## config.mk

```make
export PLATFORM = sky130hd
export DESIGN_NAME = riscv_i32_debug_fetch_ctrl
export DESIGN_NICKNAME = d
export VERILOG_FILES = /design/src/rtl/riscv_i32_debug_fetch_ctrl_pkg.sv /design/src/rtl/riscv_fetch_outstanding_counter.sv /design/src/rtl/riscv_i32_debug_fetch_ctrl.sv
export SDC_FILE = /design/constraint.sdc
export NUM_CORES = 1
export LEC_CHECK = 0
export ABC_AREA = 1
export BUFFER_PORTS_ARGS = -buffer_cell sky130_fd_sc_hd__buf_2
export CAP_MARGIN = 25
export CELL_PAD_IN_SITES_DETAIL_PLACEMENT = 1
export CELL_PAD_IN_SITES_GLOBAL_PLACEMENT = 1
export CORE_ASPECT_RATIO = 1.75
export CORE_UTILIZATION = 26
export DETAILED_ROUTE_END_ITERATION = 12
export GPL_ROUTABILITY_DRIVEN = 0
export PLACE_DENSITY = 0.88
export SYNTH_ARGS = -nofsm -noshare
export SYNTH_HDL_FRONTEND = slang
export SYNTH_HIERARCHICAL = 1
export SYNTH_SLANG_ARGS = --single-unit
```

## constraint.sdc

```tcl
create_clock -name clk -period 2.8 [get_ports clk]
set_input_delay 0.56 -clock clk [delete_from_list [all_inputs] [get_ports clk]]
set_output_delay 0.56 -clock clk [all_outputs]
set_load 0.02 [all_outputs]
```

## src/rtl/riscv_i32_debug_fetch_ctrl_pkg.sv

```systemverilog
// Shared riscv fetch/debug types plus debug-fetch controller state and constants.
package riscv_i32_debug_fetch_ctrl_pkg;

  // Debugger command / result channel.
  typedef struct packed {
    logic        valid;
    logic        halt_request;
    logic        fetch_dret;
    logic        kill_fetch;
    logic [31:0] data;
  } t_riscv_debug_control;

  typedef struct packed {
    logic        flush_pipeline;
    logic [1:0]  req_type;
    logic [31:0] address;
  } t_riscv_fetch_req;

  typedef struct packed {
    logic        valid;
    logic        debug;
    logic [2:0]  mode;
    logic        error;
    logic [1:0]  tag;
    logic [31:0] data;
  } t_riscv_fetch_resp;

  typedef struct packed {
    logic valid;
  } t_riscv_instr_debug;

  typedef struct packed {
    t_riscv_instr_debug debug;
    logic [31:0]        bits;
  } t_riscv_i32_instr;

  typedef struct packed {
    logic             instr_valid;
    logic             trap;
    logic             rfw_data_valid;
    logic [31:0]      rfw_data;
    t_riscv_i32_instr instruction;
  } t_riscv_i32_trace;

  typedef enum logic [2:0] {
    DBG_RUNNING,
    DBG_DRAINING,
    DBG_HALTED,
    DBG_INJECT,
    DBG_WAIT_RETIRE,
    DBG_RESUME
  } t_dbg_state;

  // Mode reported on an injected fetch response (debug/machine mode).
  localparam logic [2:0] DBG_INJECT_MODE   = 3'h3;
  localparam logic [7:0] DBG_TIMEOUT_LIMIT = 8'd255;

endpackage

```

## src/rtl/riscv_fetch_outstanding_counter.sv

```systemverilog
// Saturating 2-bit count of memory fetches still awaiting a response.
module riscv_fetch_outstanding_counter (
  input  logic       clk,
  input  logic       reset,
  input  logic       inc,
  input  logic       dec,
  output logic [1:0] count
);

  // Up on issue, down on response; simultaneous events cancel; clamp at 0 and 3.
  always_ff @(posedge clk) begin
    if (reset)                            count <= 2'd0;
    else if (inc && !dec && count != 2'd3) count <= count + 2'd1;
    else if (dec && !inc && count != 2'd0) count <= count - 2'd1;
  end

endmodule

```

## src/rtl/riscv_i32_debug_fetch_ctrl.sv

```systemverilog
// Debug fetch controller: halts fetch, injects debugger instructions into the
// pipeline, reports their retirement, and resumes with a pipeline flush.
// Optional: RISCV_DEBUG_FETCH_TIMEOUT_EN adds a 255-cycle inject/retire watchdog.
module riscv_i32_debug_fetch_ctrl
  import riscv_i32_debug_fetch_ctrl_pkg::*;
(
  input  logic                 clk,
  input  logic                 reset,
  input  t_riscv_debug_control debug_control,
  output t_riscv_debug_control debug_response,
  input  t_riscv_fetch_req     pipeline_ifetch_req,
  output t_riscv_fetch_req     ifetch_req,
  input  t_riscv_fetch_resp    ifetch_resp,
  output t_riscv_fetch_resp    pipeline_ifetch_resp,
  input  t_riscv_i32_trace     pipeline_trace,
  output logic                 halted
);

  t_dbg_state           state, state_nxt;
  t_riscv_debug_control rsp_nxt;
  logic [31:0]          instr_q;
  logic [1:0]           outstanding;
  logic                 halt_cmd, dret_cmd, inject_cmd, retire, drained;
  logic                 unused_bits;

  // Halt wins when halt_request and fetch_dret arrive together.
  assign halt_cmd   = debug_control.valid &  debug_control.halt_request;
  assign dret_cmd   = debug_control.valid & ~debug_control.halt_request &  debug_control.fetch_dret;
  assign inject_cmd = debug_control.valid & ~debug_control.halt_request & ~debug_control.fetch_dret;
  assign retire     = pipeline_trace.instr_valid & pipeline_trace.instruction.debug.valid;
  // Drained once the last outstanding response is arriving this cycle (or none left).
  assign drained    = (outstanding == 2'd0) || (outstanding == 2'd1 && ifetch_resp.valid);
  assign halted     = (state == DBG_HALTED) || (state == DBG_INJECT) || (state == DBG_WAIT_RETIRE);
  assign unused_bits = ^{pipeline_trace.instruction.bits, debug_control.kill_fetch};

  riscv_fetch_outstanding_counter u_outstanding (
    .clk   (clk),
    .reset (reset),
    .inc   (ifetch_req.req_type != 2'b00),
    .dec   (ifetch_resp.valid),
    .count (outstanding)
  );

`ifdef RISCV_DEBUG_FETCH_TIMEOUT_EN
  logic [7:0] tmo_q;
  logic       tmo_hit;
  assign tmo_hit = (tmo_q == DBG_TIMEOUT_LIMIT);

  // Watchdog sits at 0 while halted so every INJECT entry starts from zero.
  always_ff @(posedge clk) begin
    if (reset || state == DBG_HALTED)                        tmo_q <= 8'd0;
    else if (state == DBG_INJECT || state == DBG_WAIT_RETIRE) tmo_q <= tmo_q + 8'd1;
  end
`endif

  // Next-state, fetch muxing and next debug response.
  always_comb begin
    state_nxt            = state;
    ifetch_req           = '0;
    pipeline_ifetch_resp = '0;
    rsp_nxt              = '0;
    case (state)
      DBG_RUNNING: begin
        ifetch_req           = pipeline_ifetch_req;
        pipeline_ifetch_resp = ifetch_resp;
        if (halt_cmd) state_nxt = DBG_DRAINING;
      end
      DBG_DRAINING: begin
        ifetch_req           = pipeline_ifetch_req;
        ifetch_req.req_type  = 2'b00;
        pipeline_ifetch_resp = ifetch_resp;
        if (drained) state_nxt = DBG_HALTED;
      end
      DBG_HALTED: begin
        if (dret_cmd)        state_nxt = DBG_RESUME;
        else if (inject_cmd) state_nxt = DBG_INJECT;
      end
      DBG_INJECT: begin
        if (pipeline_ifetch_req.req_type != 2'b00) begin
          pipeline_ifetch_resp.valid = 1'b1;
          pipeline_ifetch_resp.debug = 1'b1;
          pipeline_ifetch_resp.mode  = DBG_INJECT_MODE;
          pipeline_ifetch_resp.data  = instr_q;
          state_nxt                  = DBG_WAIT_RETIRE;
        end
`ifdef RISCV_DEBUG_FETCH_TIMEOUT_EN
        else if (tmo_hit) begin
          rsp_nxt.valid      = 1'b1;
          rsp_nxt.kill_fetch = 1'b1;
          rsp_nxt.data       = 32'hFFFF_FFFF;
          state_nxt          = DBG_HALTED;
        end
`endif
      end
      DBG_WAIT_RETIRE: begin
        if (retire) begin
          rsp_nxt.valid      = 1'b1;
          rsp_nxt.kill_fetch = pipeline_trace.trap;
          rsp_nxt.data       = pipeline_trace.rfw_data_valid ? pipeline_trace.rfw_data : 32'd0;
          state_nxt          = DBG_HALTED;
        end
`ifdef RISCV_DEBUG_FETCH_TIMEOUT_EN
        else if (tmo_hit) begin
          rsp_nxt.valid      = 1'b1;
          rsp_nxt.kill_fetch = 1'b1;
          rsp_nxt.data       = 32'hFFFF_FFFF;
          state_nxt          = DBG_HALTED;
        end
`endif
      end
      DBG_RESUME: begin
        ifetch_req                = pipeline_ifetch_req;
        ifetch_req.flush_pipeline = 1'b1;
        pipeline_ifetch_resp      = ifetch_resp;
        state_nxt                 = DBG_RUNNING;
      end
      default: state_nxt = DBG_RUNNING;
    endcase
  end

  // State, captured instruction and registered one-cycle debug response.
  always_ff @(posedge clk) begin
    if (reset) begin
      state          <= DBG_RUNNING;
      instr_q        <= 32'd0;
      debug_response <= '0;
    end else begin
      state          <= state_nxt;
      debug_response <= rsp_nxt;
      if (state == DBG_HALTED && inject_cmd) instr_q <= debug_control.data;
    end
  end

endmodule

```

Yosys cells after proc, flatten, opt, wreduce, memory -nomap -nowiden:

Cells that the tools add are included.

* muxes and demuxes: 16
* bitwise gates (word level): 10
* reduce and logical (&&, ||, !) cells: 22
* $add $sub $neg: 2
* eq/ne operators: 12

Operators by type and width (number)
* 35-bit case mux with 3 select lines: 1
* 32-bit case mux with 2 select lines: 1
* 32-bit two-way mux: 1
* 3-bit two-way mux: 7
* 3-bit case mux with 5 select lines: 1
* 5-bit case mux with 2 select lines: 1
* 2-bit != test, second input constant: 4
* 2-bit nonzero test: 4
* 3-bit by 2-bit == test with 1-bit output, second input constant: 2
* 3-bit == test, second input constant: 2
* 1-bit logical AND: 6
* 3-bit OR reduction: 2
* 1-bit bitwise AND: 5
* 5-bit two-way mux: 1
* 1-bit inverter: 5
* 5-bit AND reduction: 1
* 2-bit two-way mux: 2
* 4-bit OR reduction: 1
* 3-bit by 1-bit == test with 1-bit output, second input constant: 1
* 3-bit zero test: 1
* 1-bit logical OR: 3
* 3-bit != test, second input constant: 1
* 2-bit by 1-bit adder with 2-bit output, second input constant: 1
* 2-bit by 1-bit == test with 1-bit output, second input constant: 1
* 6 further kinds: 7

* logic and storage cells: 70
* input bits: 181
* register bits: 73

Logic depth before layout (Yosys ltp):

* depth in word-level cells: 8
* mapped depth: 9
* depth with buffers taken out: 9

Modules after synthesis:

The synthesis kept the hierarchy.

By module, submodules not included
* riscv_i32_debug_fetch_ctrl: sequential area each 1381.3 um2, times used 1, cells an instance 474, area an instance 3300.7 um2
* riscv_fetch_outstanding_counter: sequential area each 40.0 um2, times used 1, cells an instance 19, area an instance 123.9 um2

Least setup slack after synthesis:

No wires, ideal clock.

* kind: register to output
* start: register state[1]
* end: output halted
* data arrival time: 1.331 ns
* setup slack: 0.909 ns
* required time: 2.240 ns
* buffers on the path: 2
* stages on the path, launching flop included: 5
* path through: dfxtp_1 > inv_2 > buf_2 > buf_6 > o21ai_0

* cells in the longest elaborated chain, start to end: 3
* elaborated cells between the ends (all ways): 5
* those cells by class: 3 x eq/ne; 2 x reduce/logical

RTL lines
* start: declaration: line riscv_i32_debug_fetch_ctrl.sv:19 `t_dbg_state state, state_nxt;`
* start signal: assignment: line riscv_i32_debug_fetch_ctrl.sv:128 `state <= state_nxt;`
* 3-bit by 2-bit == test with 1-bit output: line riscv_i32_debug_fetch_ctrl.sv:33 `assign halted = (state == DBG_HALTED) || (state == DBG_INJECT) || (state == DBG_WAIT_RETIRE);`
* 1-bit logical OR: line riscv_i32_debug_fetch_ctrl.sv:33
* 1-bit logical OR *: line riscv_i32_debug_fetch_ctrl.sv:33
* end: declaration: line riscv_i32_debug_fetch_ctrl.sv:16 `output logic halted`

Mark *: on every way between the ends. The rest lies on a longest branch, timed or not.

==> flow_summary.yaml <==
critical_path:
  crit_arrival_ns: 1.94
  critPathMaxFanout: 25
  start_kind: "flop"
  critPathRequiredTime_ns: 2.24
  ff2ff_path_depth: 7
  critPathKind: "reg -> out"
  end_kind: "primary output"
clocking:
  cts-root-buf: "clkbuf_16"
  clk_pin_slew_ns: 0.06
  cts_resized: 0
  cts_made_buffers: 9
  insertion_delay_ns: 0.33
  cts_sinks: 71
  cts_tree: "built"
  postCtsSetupBuffers: 0
  cts_max_level: 3
  holdBufCountCts: 0
  clockBufferDepth: 2
finish:
  nFillCells: 1752
  nets: 919
  drive_gt1_share_pct: 40.4
  diodes: 0
  syn2layout_area_growth_pct: 48.0
  final_core_util_pct: 39.4
floorplanning:
  ioPinCount: 293
  die_x_um: 88.8
  start_util_pct: 26.6
  rows: 55
  dieArea_um2: 13700
  core_um2: 12900
  die_y_um: 154
sta:
  tightest_slew_ns: 0.668
  rsz0062_at_grt: "no"
  max_freq_mhz: 401
  setup_viol: 0
  finalWorstSetupSlack_ns: 0.304
  finalCritPeriodShare_pct: 89.1
  final_max_slew_viol_count: 0
  relSlewSlack_pct: 55.5
  tns_ns: 0
  fin_skew_ns: 0.00690
  hold_viol_final: 0
  period_needed_ns: 2.50
global_route:
  grt_pass1_wl_um: 18000
  antenna_found_initial: 2
  grtUsageMet3_pct: 3.54
  gr-usage-met2_pct: 36.0
  grt_overflow: 0
  met1_usage_pct: 15.8
  grt_busiest_layer: "met2"
  grt_max_degree: 65
  grt_pass1_vias: 3826
  grt_usage_pct: 17.7
routing:
  drc: 0
  ant_nets: 0
  dr.pass1.iters: 4
  viasPerCell: 4.35
  drtIter0Drc: 100
  vias: 3972
  finalWirelength_um: 12100
  routedWlPerCell_um: 13.3
synth:
  syn_inst: 493
  ys_warn_count: 6
  synth_top_area_share_pct: 41.5
  synth_common_cells: "inv_1 (111), nor2_1 (84), dfxtp_1 (71), o21ai_1 (52), nand3_1 (44)"
  synth-edff-count: 0
  synth-async-reset-ratio_pct: 0
  syn_area_um2: 3420
  yosys.area.top_type: "dfxtp_1"
  synth_ff_type: "dfxtp_1"
  synthTopCellsByArea: "dfxtp_1 (42%), inv_1 (12%), nor2_1 (9.2%), o21ai_1 (7.6%), nand3_1 (6.4%)"
  ys_types: 25
  synth_seq_cells: 71
  avgSynthCellArea_um2: 6.95
  yosysMostFrequentCell: "inv_1"
  synth_seq_area_share_pct: 41.5
job:
  cap_violations: 0
placed_design:
  hpwl_um: 9600
  dp_slack_ns: 0.633
  port_buffers: 257
power_and_ir_drop:
  p_leak_nw: 2.85
  power.density_nw_per_um2: 914
  ir_drop_mv: 0.477
hold_path:
  hold_class: "in -> reg"
  worstHoldPathCells: 2
run_status:
  status: "finished, final reports clean"
## placed cells by master, fill, tap and decap left out
cell        synthesis  layout
nand2_2             4       4
inv_2               4       4
clkinvlp_4          0       2
clkinv_2            0       1
nand3_1            44      44
o21ai_1            52      52
nand2_1            26      26
a21oi_1            34      34
nor2_2              4       4
clkbuf_16           0       9
o21ai_0            14      14
nor2_4              2       2
nand2_4             1       1
conb_1              1       2
inv_1             111     111
nand3_2             2       2
buf_4               3       5
buf_2               6     257
bufinv_16           0       2
clkbuf_8            0       2
nand3_4             1       1
a31oi_1             2       2
nor2_1             84      84
nor3b_1             1       1
a21boi_0            2       2
o21ai_2             3       3
dfxtp_1            71      71
buf_12              0       1
## final cells by class
class	instances	area [um2]	area share, %
clock buffer	11	253	4.99
inverter	115	432	8.52
tap	171	214	4.22
clock inverter	5	80.1	1.58
multi-input combinational	278	1320	26.1
timing repair buffer	263	1340	26.5
sequential	71	1420	28.0
## worst max-delay path, cell delays in order (launching register included)
cell     delay, ns
dfxtp_1       0.52
inv_2         0.10
nand2_2       0.24
buf_4         0.35
nand3_1       0.12
o21ai_1       0.09
buf_2         0.19
## cells by family after synthesis
kind of cell	share of synthesized area, %
buffers and inverters	19.9
other	0.110
AND/OR/NAND/NOR	22.3
flip-flops	41.5
AO/OA/AOI/OAI	16.2
## final timing paths
| check | start | endpoint | slack, ns |
|---|---|---|---|
| max | state[0]$_SDFFE_PP0P_ | pipeline_ifetch_resp[23] | 0.30 |
| min | reset | state[0]$_SDFFE_PP0P_ | 0.44 |
| max reg2reg | state[2]$_SDFFE_PP0P_ | instr_q[23]$_SDFFE_PP0P_ | 1.03 |
| min reg2reg | instr_q[13]$_SDFFE_PP0P_ | instr_q[13]$_SDFFE_PP0P_ | 0.45 |
## through the flow
step           hold slack, ns  cells  power, mW  area [um2]
5_1_grt                 0.434    914       4.95        5070
6_report                0.445    914       4.63        5070
2_1_floorplan           0.425    494       2.73        3430
4_1_cts                 0.428    914       4.71        5070
3_5_place_dp            0.446    898       3.43        4730
3_3_place_gp            0.438    898       3.38        4730
## state kept, by name, indices dropped and copies added (netlist names)
signal               flops
instr_q                 32
state                    3
debug_response          34
u_outstanding/count      2
## where the power goes
group          total, mW  switching, mW  internal (mW)
combinational       2.26           1.54          0.719
clock               1.26          0.429          0.827
sequential          1.12         0.0510           1.07
## per-layer routing
| metal | part of all wire [%] | vias up |
|---|---|---|
| li1 | - | 1989 |
| met1 | 34 | 1795 |
| met2 | 57 | 162 |
| met3 | 6.6 | 24 |
| met4 | 2.5 | 2 |
| met5 | 0.082 | - |
Power figures use the tool's default switching activity.
